`config.mk`:
```
export PLATFORM = sky130hd
export DESIGN_NAME = id_stage_hazard
export DESIGN_NICKNAME = d
export VERILOG_FILES = /design/src/rtl/id_pkg.sv /design/src/rtl/id_regfile.sv /design/src/rtl/id_stage_hazard.sv
export SDC_FILE = /design/constraint.sdc
export NUM_CORES = 2
export LEC_CHECK = 0
export ABC_CLOCK_PERIOD_IN_PS = 4600
export BUFFER_PORTS_ARGS = -buffer_cell sky130_fd_sc_hd__buf_2
export CORE_MARGIN = 4
export CORE_UTILIZATION = 40
export CTS_CLUSTER_DIAMETER = 30
export DETAILED_ROUTE_END_ITERATION = 6
export PLACE_DENSITY_LB_ADDON = 0.08
export SLEW_MARGIN = 25
export SYNTH_ARGS = -nofsm -noshare
export SYNTH_HDL_FRONTEND = slang
export SYNTH_SLANG_ARGS = --single-unit
```
`constraint.sdc`:
```
create_clock -name clk -period 4.6 [get_ports clk]
set_input_delay 0.23 -clock clk [delete_from_list [all_inputs] [get_ports clk]]
set_output_delay 0.23 -clock clk [all_outputs]
set_load 0.03 [all_outputs]
```
`src/rtl/id_pkg.sv`:
```
// Shared encodings for the ID stage: instruction modes, data-processing
// opcodes, EX command codes, condition codes and control-bundle layout.
package id_pkg;

    typedef enum logic [1:0] {
        MODE_DP  = 2'b00,
        MODE_MEM = 2'b01,
        MODE_BR  = 2'b10,
        MODE_UND = 2'b11
    } mode_e;

    typedef enum logic [3:0] {
        OP_AND = 4'b0000,
        OP_EOR = 4'b0001,
        OP_SUB = 4'b0010,
        OP_ADD = 4'b0100,
        OP_ADC = 4'b0101,
        OP_SBC = 4'b0110,
        OP_TST = 4'b1000,
        OP_CMP = 4'b1010,
        OP_ORR = 4'b1100,
        OP_MOV = 4'b1101,
        OP_MVN = 4'b1111
    } opcode_e;

    typedef enum logic [3:0] {
        EX_NOP = 4'b0000,
        EX_MOV = 4'b0001,
        EX_ADD = 4'b0010,
        EX_ADC = 4'b0011,
        EX_SUB = 4'b0100,
        EX_SBC = 4'b0101,
        EX_AND = 4'b0110,
        EX_ORR = 4'b0111,
        EX_EOR = 4'b1000,
        EX_MVN = 4'b1001
    } ex_cmd_e;

    typedef enum logic [3:0] {
        COND_EQ = 4'b0000,
        COND_NE = 4'b0001,
        COND_CS = 4'b0010,
        COND_CC = 4'b0011,
        COND_MI = 4'b0100,
        COND_PL = 4'b0101,
        COND_VS = 4'b0110,
        COND_VC = 4'b0111,
        COND_HI = 4'b1000,
        COND_LS = 4'b1001,
        COND_GE = 4'b1010,
        COND_LT = 4'b1011,
        COND_GT = 4'b1100,
        COND_LE = 4'b1101,
        COND_AL = 4'b1110,
        COND_NV = 4'b1111
    } cond_e;

    // Control bundle: {S, B, EX_CMD[3:0], MEM_W, MEM_R, WB_EN}
    localparam int unsigned CTRL_W       = 9;
    localparam int unsigned CTRL_S       = 8;
    localparam int unsigned CTRL_B       = 7;
    localparam int unsigned CTRL_EXC_LSB = 3;
    localparam int unsigned CTRL_MEM_W   = 2;
    localparam int unsigned CTRL_MEM_R   = 1;
    localparam int unsigned CTRL_WB_EN   = 0;

    // Flags are {N,Z,C,V}; the reserved 1111 encoding never executes.
    function automatic logic cond_pass(input logic [3:0] cond, input logic [3:0] flags);
        logic n, z, c, v;
        n = flags[3];
        z = flags[2];
        c = flags[1];
        v = flags[0];
        case (cond)
            COND_EQ: return z;
            COND_NE: return ~z;
            COND_CS: return c;
            COND_CC: return ~c;
            COND_MI: return n;
            COND_PL: return ~n;
            COND_VS: return v;
            COND_VC: return ~v;
            COND_HI: return c & ~z;
            COND_LS: return ~c | z;
            COND_GE: return n == v;
            COND_LT: return n != v;
            COND_GT: return ~z & (n == v);
            COND_LE: return z | (n != v);
            COND_AL: return 1'b1;
            default: return 1'b0;
        endcase
    endfunction

endpackage

```
`src/rtl/id_regfile.sv`:
```
// Two-read, one-write register file with same-cycle write-back bypass.
module id_regfile #(
    parameter int unsigned DATA_WIDTH = 32,
    parameter int unsigned REG_ADDR_W = 4
) (
    input  logic                  clk_i,
    input  logic                  rst_ni,
    input  logic                  we_i,
    input  logic [REG_ADDR_W-1:0] waddr_i,
    input  logic [DATA_WIDTH-1:0] wdata_i,
    input  logic [REG_ADDR_W-1:0] raddr1_i,
    input  logic [REG_ADDR_W-1:0] raddr2_i,
    output logic [DATA_WIDTH-1:0] rdata1_o,
    output logic [DATA_WIDTH-1:0] rdata2_o
);

    localparam int unsigned NUM_REGS = 1 << REG_ADDR_W;

    logic [DATA_WIDTH-1:0] mem_q [NUM_REGS];

    // Storage: cleared on reset, written on write-back enable
    always_ff @(posedge clk_i) begin
        if (!rst_ni) begin
            mem_q <= '{default: '0};
        end else if (we_i) begin
            mem_q[waddr_i] <= wdata_i;
        end
    end

    // Reads see a write landing this same cycle
    always_comb begin
        rdata1_o = (we_i && (waddr_i == raddr1_i)) ? wdata_i : mem_q[raddr1_i];
        rdata2_o = (we_i && (waddr_i == raddr2_i)) ? wdata_i : mem_q[raddr2_i];
    end

endmodule

```
`src/rtl/id_stage_hazard.sv`:
```
// Decode stage with register read, RAW hazard stall, registered ID/EX
// bundle behind a valid/ready handshake, and a saturating stall counter.
module id_stage_hazard
    import id_pkg::*;
#(
    parameter int unsigned DATA_WIDTH = 32,
    parameter int unsigned REG_ADDR_W = 4,
    parameter bit          FWD_EN     = 1'b1,
    parameter int unsigned CNT_W      = 16
) (
    input  logic                  clk,
    input  logic                  rst,
    input  logic                  in_valid,
    output logic                  in_ready,
    input  logic [DATA_WIDTH-1:0] pc_in,
    input  logic [31:0]           instr_in,
    input  logic [3:0]            status_reg,
    input  logic                  wb_en,
    input  logic [REG_ADDR_W-1:0] wb_dest,
    input  logic [DATA_WIDTH-1:0] wb_value,
    input  logic                  ex_wb_en,
    input  logic                  ex_mem_r,
    input  logic [REG_ADDR_W-1:0] ex_dest,
    input  logic                  mem_wb_en,
    input  logic [REG_ADDR_W-1:0] mem_dest,
    input  logic                  flush,
    output logic                  out_valid,
    input  logic                  out_ready,
    output logic [CTRL_W-1:0]     out_ctrl,
    output logic                  out_imm,
    output logic [DATA_WIDTH-1:0] out_pc,
    output logic [DATA_WIDTH-1:0] out_val_rn,
    output logic [DATA_WIDTH-1:0] out_val_rm,
    output logic [REG_ADDR_W-1:0] out_src1,
    output logic [REG_ADDR_W-1:0] out_src2,
    output logic [REG_ADDR_W-1:0] out_dest,
    output logic [11:0]           out_shift_op,
    output logic [23:0]           out_simm,
    output logic [CNT_W-1:0]      stall_count
);

    logic [1:0]            mode;
    logic [3:0]            opcode;
    ex_cmd_e               ex_cmd;
    logic                  dp_known, dp_wb, is_str, is_mov_mvn;
    logic                  use_src1, use_src2, hazard, accept;
    logic [CTRL_W-1:0]     ctrl_dec, ctrl_d;
    logic [REG_ADDR_W-1:0] src1, src2, dest;
    logic [DATA_WIDTH-1:0] rn_val, rm_val;

    logic                  valid_q;
    logic [CTRL_W-1:0]     ctrl_q;
    logic                  imm_q;
    logic [DATA_WIDTH-1:0] pc_q, rn_q, rm_q;
    logic [REG_ADDR_W-1:0] src1_q, src2_q, dest_q;
    logic [11:0]           shift_q;
    logic [23:0]           simm_q;
    logic [CNT_W-1:0]      cnt_q;

    assign mode   = instr_in[27:26];
    assign opcode = instr_in[24:21];
    assign is_str = (mode == MODE_MEM) && !instr_in[20];
    assign src1   = instr_in[19:16];
    assign src2   = is_str ? instr_in[15:12] : instr_in[3:0];
    assign dest   = instr_in[15:12];

    // Data-processing opcode to EX command
    always_comb begin
        ex_cmd   = EX_NOP;
        dp_known = 1'b1;
        dp_wb    = 1'b1;
        case (opcode)
            OP_MOV:  ex_cmd = EX_MOV;
            OP_MVN:  ex_cmd = EX_MVN;
            OP_ADD:  ex_cmd = EX_ADD;
            OP_ADC:  ex_cmd = EX_ADC;
            OP_SUB:  ex_cmd = EX_SUB;
            OP_SBC:  ex_cmd = EX_SBC;
            OP_AND:  ex_cmd = EX_AND;
            OP_ORR:  ex_cmd = EX_ORR;
            OP_EOR:  ex_cmd = EX_EOR;
            OP_CMP:  begin ex_cmd = EX_SUB; dp_wb = 1'b0; end
            OP_TST:  begin ex_cmd = EX_AND; dp_wb = 1'b0; end
            default: dp_known = 1'b0;
        endcase
    end

    // Control bundle per instruction mode, gated by the condition check
    always_comb begin
        ctrl_dec = '0;
        case (mode)
            MODE_DP: begin
                if (dp_known) begin
                    ctrl_dec[CTRL_S]                = instr_in[20];
                    ctrl_dec[CTRL_EXC_LSB +: 4]     = ex_cmd;
                    ctrl_dec[CTRL_WB_EN]            = dp_wb;
                end
            end
            MODE_MEM: begin
                ctrl_dec[CTRL_EXC_LSB +: 4] = EX_ADD;
                ctrl_dec[CTRL_MEM_R]        = instr_in[20];
                ctrl_dec[CTRL_WB_EN]        = instr_in[20];
                ctrl_dec[CTRL_MEM_W]        = !instr_in[20];
            end
            MODE_BR:  ctrl_dec[CTRL_B] = 1'b1;
            default:  ctrl_dec = '0;
        endcase
        ctrl_d = cond_pass(instr_in[31:28], status_reg) ? ctrl_dec : '0;
    end

    id_regfile #(
        .DATA_WIDTH (DATA_WIDTH),
        .REG_ADDR_W (REG_ADDR_W)
    ) u_regfile (
        .clk_i    (clk),
        .rst_ni   (rst),
        .we_i     (wb_en),
        .waddr_i  (wb_dest),
        .wdata_i  (wb_value),
        .raddr1_i (src1),
        .raddr2_i (src2),
        .rdata1_o (rn_val),
        .rdata2_o (rm_val)
    );

    function automatic logic raw_match(input logic [REG_ADDR_W-1:0] r);
        logic load_use, any_raw;
        load_use = ex_wb_en & ex_mem_r & (ex_dest == r);
        any_raw  = (ex_wb_en & (ex_dest == r)) | (mem_wb_en & (mem_dest == r));
        return FWD_EN ? load_use : any_raw;
    endfunction

    // Hazard is independent of whether the condition passes
    always_comb begin
        is_mov_mvn = (mode == MODE_DP) && ((opcode == OP_MOV) || (opcode == OP_MVN));
        use_src1   = !(is_mov_mvn || (mode == MODE_BR));
        use_src2   = ((mode == MODE_DP) && !instr_in[25]) || is_str;
        hazard     = in_valid & ((use_src1 & raw_match(src1)) | (use_src2 & raw_match(src2)));
        in_ready   = !flush && !hazard && (!valid_q || out_ready);
        accept     = in_valid && in_ready;
    end

    // ID/EX register: flush beats load, load beats bubble, otherwise hold
    always_ff @(posedge clk) begin
        if (!rst) begin
            valid_q <= 1'b0;
            ctrl_q  <= '0;
            imm_q   <= 1'b0;
            pc_q    <= '0;
            rn_q    <= '0;
            rm_q    <= '0;
            src1_q  <= '0;
            src2_q  <= '0;
            dest_q  <= '0;
            shift_q <= '0;
            simm_q  <= '0;
        end else if (flush) begin
            valid_q <= 1'b0;
        end else if (accept) begin
            valid_q <= 1'b1;
            ctrl_q  <= ctrl_d;
            imm_q   <= instr_in[25];
            pc_q    <= pc_in;
            rn_q    <= rn_val;
            rm_q    <= rm_val;
            src1_q  <= src1;
            src2_q  <= src2;
            dest_q  <= dest;
            shift_q <= instr_in[11:0];
            simm_q  <= instr_in[23:0];
        end else if (out_ready) begin
            valid_q <= 1'b0;
        end
    end

    // Saturating count of cycles lost to hazards
    always_ff @(posedge clk) begin
        if (!rst) begin
            cnt_q <= '0;
        end else if (hazard && !flush && (cnt_q != '1)) begin
            cnt_q <= cnt_q + CNT_W'(1);
        end
    end

    assign out_valid    = valid_q;
    assign out_ctrl     = ctrl_q;
    assign out_imm      = imm_q;
    assign out_pc       = pc_q;
    assign out_val_rn   = rn_q;
    assign out_val_rm   = rm_q;
    assign out_src1     = src1_q;
    assign out_src2     = src2_q;
    assign out_dest     = dest_q;
    assign out_shift_op = shift_q;
    assign out_simm     = simm_q;
    assign stall_count  = cnt_q;

endmodule

```
==> results by group <==
Worst setup path
  • Worst EP required: between 5 and 6 ns
  • Max FO, Critical Path: 73
  • Worst Setup End Kind: register
  • FF-to-FF End: out_ctrl[3]
  • Setup CP Type: in -> reg
  • Critical Path AT: 4.17 ns
  • RR Startpoint: out_valid
  • Worst R2R Path Depth: 6
  • R2r setup slk: 2.25 ns
  • CP Launch Type: primary input

Pwr
  • PwrDens: ~460 nW/µm²
  • Total chip power: 20.9 mW
  • Worst IR Drop VDD: 0.391 mV
  • Leakage: 17.9 nW

Global route
  • Largest net degree at the start of global routing: 143
  • Initial antenna violation count: 1
  • M3 GR Usage: 0.0496
  • Met2 usage: 0.474
  • Congestion Overflow GR: 0
  • Global routing's busiest layer: met2
  • All-Layer GR Usage: 0.297
  • Met1 Use GR: 0.406
  • Number of global-route vias before repair: between 30k and 40k
  • First-pass GRT wire length: ~220000 µm

Clock network
  • Clock Pin Slew Worst Setup and Hold Paths: 0.04 ns
  • Clock sink total: 663
  • Total CTS buffers: 181
  • H-tree Lvls: 4
  • Resized cells post-CTS: 0
  • Max clock buf depth: 3
  • CTS tree: built
  • Latest clock arrival within the worst-skew pair: 0.74 ns
  • Clock root buffer: clkbuf_16

STA
  • Actual slew at the worst max-slew pin: ~1.1 ns
  • Setup TNS: 0 ns
  • Slew margin rel.: 0.283
  • Final setup viols: 0
  • F_max: 280 MHz
  • Final period util: 0.777
  • Final hold violations: 0
  • RSZ-0062 raised after global routing: no
  • Fin Clk Skew: roughly 0.016 ns
  • Tmin final: 3.58 ns
  • Fin. max-slew vios: 0

Final layout
  • Share of layout cells above drive strength 1: 0.162
  • NumNets Final: 5049
  • Finished Layout Cells: 6250
  • Sequential Area: 13300 µm²
  • Multi-input logic area: 21500 µm²
  • Area grow syn2layout: 25.3%
  • Fill count: 8684

Drt
  • ANT nets after route: 0
  • Via count: 35.8k
  • DRT Pass-1 Iters: 6
  • WL/cell: 23.6 µm
  • Vias per cell: around 5.7
  • Routed Wire Length: 147000 µm
  • Drt first-iter violations: 3398
  • DRC Markers: 0

Die
  • Die width: 310 µm
  • Area of the core: 90300 µm²
  • Row count: 110
  • Initial Util: 0.405
  • Die area: a little under 100000 µm²
  • Die Y: around 310 µm
  • Number of top-level pins: 293

Synth
  • Post-synth ARST share: 0
  • Synth Flop Type: dfxtp_1
  • Largest cells by area after synthesis: dfxtp_1 (36%), nand2_1 (15%), mux2i_1 (14%), a21oi_1 (10%), clkbuf_1 (4.0%)
  • Yosys warns: 0
  • Cells after Synth: 4768
  • Post-synth top area cell: dfxtp_1
  • Synth unique cells: 58
  • Sequential share of the synthesized area: 0.363
  • Yosys top cell area share: 0.363
  • Syn Nets: between 4k and 5k
  • Syn_area_per_cell: 7.67 µm²
  • Post-synthesis register bit count: 663
  • Mapped Area: around 37000 µm²
  • EDFF count, synth: 0

Worst hold path
  • WHS Endpoint: out_val_rm[31]
  • Hold crit path type: in -> reg
  • Min-delay src: rst
  • Worst Hold Path Cells: 3

Job
  • Total of max-cap violations: 0

Run status
  • Outcome: finished clean

Place
  • Final GP Congestion: 0.808
  • HPWL after DPL: 83400 µm
  • Dpl cells: 5828
  • IO Port Bufs: 287
==> per-layer routing <==
| layer | vias up | wire (µm) |
|---|---|---|
| met2 | 1330 | 66500 |
| met5 | - | 0 |
| li1 | 16839 | - |
| met4 | 0 | 4720 |
| met1 | 17335 | 65500 |
| met3 | 280 | 10500 |
==> cell usage after synthesis (all sizes together), types with 6 or more instances <==
cell type and count:
a31oi 34, nor4 6, a22oi 32, xnor2 18
mux4 65, nand2b 43, nor2 103, nor3 46
nor3b 9, nand4 8, a211o 32, o21ai 135
xor2 11, nand2 1430, o21a 64, buf 101
a21oi 745, or4 32, mux2 36, dfxtp 663
nand3 118, clkbuf 390, mux2i 520, inv 9
a221oi 65
==> cell usage in the layout, fill, tap and decap left out, types with 12 or more instances in the layout <==
| cell type | Yosys | final |
|---|---|---|
| clkbuf_8 | 0 | 43 |
| o21a_1 | 64 | 64 |
| buf_2 | 33 | 282 |
| mux2_2 | 35 | 33 |
| mux2i_1 | 517 | 517 |
| a31oi_1 | 34 | 34 |
| a22oi_1 | 32 | 32 |
| dfxtp_1 | 663 | 663 |
| o21ai_0 | 73 | 73 |
| nor3_1 | 46 | 41 |
| xnor2_1 | 18 | 18 |
| clkbuf_16 | 0 | 182 |
| mux4_2 | 65 | 65 |
| or4_1 | 32 | 31 |
| nand3_1 | 118 | 113 |
| a21oi_1 | 745 | 745 |
| nor2_1 | 103 | 91 |
| clkinv_2 | 0 | 28 |
| a221oi_1 | 65 | 65 |
| dlygate4sd3_1 | 0 | 92 |
| o21ai_1 | 62 | 62 |
| buf_4 | 34 | 78 |
| clkbuf_1 | 390 | 31 |
| a211o_1 | 32 | 32 |
| nor2_4 | 0 | 12 |
| nand2_1 | 1430 | 1419 |
| bufinv_16 | 0 | 26 |
| nand2b_1 | 43 | 43 |
==> critical path, stage by stage <==
cell	delay, ns
dlygate4sd3_1	0.52
buf_2	0.20
nor3b_2	0.54
buf_4	0.81
buf_4	0.96
nand2_1	0.14
a21oi_1	0.18
or4_1	0.14
a211o_1	0.20
o21a_1	0.13
a21oi_1	0.06
==> metrics by stage <==
step	util	instance area [µm²]	setup slack [ns]	hold WS, ns
2_1_floorplan	-	36600	2.11	0.309
3_3_place_gp	0.426	38500	0.907	0.433
3_5_place_dp	0.427	38500	0.873	0.435
4_1_cts	0.507	45800	1.13	0.00272
5_1_grt	0.507	45800	0.798	0.0350
6_report	0.507	45800	1.02	0.0395
==> repair_timing <==
item	4_1_cts	5_1_grt
hold buffers	92	0
endpoints found under the hold margin	594	0
setup buffers	0	0
endpoints found under the setup margin	0	0
==> logic make-up after synthesis <==
kind of cell / after synthesis / share of synthesized area
simple gates: 1825 / 0.204
mux: 621 / 0.194
flops: 663 / 0.363
fa+ha+maj: 1 / 0.000342
xor+xnor: 29 / 0.00695
compound gates: 1129 / 0.174
buf+inv: 500 / 0.0570
==> cell type report <==
class                           count  area share
Tap cell                         1176      0.0321
Timing Repair Buffer              467      0.0700
Multi-Input combinational cell   3605       0.468
Sequential cell                   663       0.290
Antenna cell                        1   0.0000546
Clock inverter                     75      0.0247
Clock buffer                      254       0.114
Inverter                            9    0.000929
==> state kept, by name (all words and copies together) (netlist names) <==
signal	flops
out_shift_op	11
out_simm	7
out_val_rn	32
u_regfile.mem_q	512
out_ctrl	9
out_imm	1
out_src1	3
out_val_rm	32
out_valid	1
out_dest	3
stall_count	16
out_pc	32
out_src2	4
==> worst max-delay path by stage <==
stage | start | end | slack (ns) | cells past startpoint
after floorplan | instr_in[26] | out_val_rm[29] | 2.11 | 10
after global placement | instr_in[26] | out_val_rm[5] | 0.91 | 10
after detailed placement | instr_in[26] | out_val_rm[5] | 0.87 | 10
after CTS | instr_in[26] | out_val_rm[5] | 1.13 | 11
after global routing | instr_in[26] | out_ctrl[3] | 0.80 | 11
final | instr_in[26] | out_val_rm[5] | 1.02 | 11
==> report_power, final <==
part | internal (mW) | switching, mW | leakage [nW]
registers | 5.89 | 0.0829 | 5.36
clock network | 9.26 | 3.80 | 3.12
logic | 0.624 | 1.28 | 9.40
Note: power is estimated with default switching activity, not from simulation.
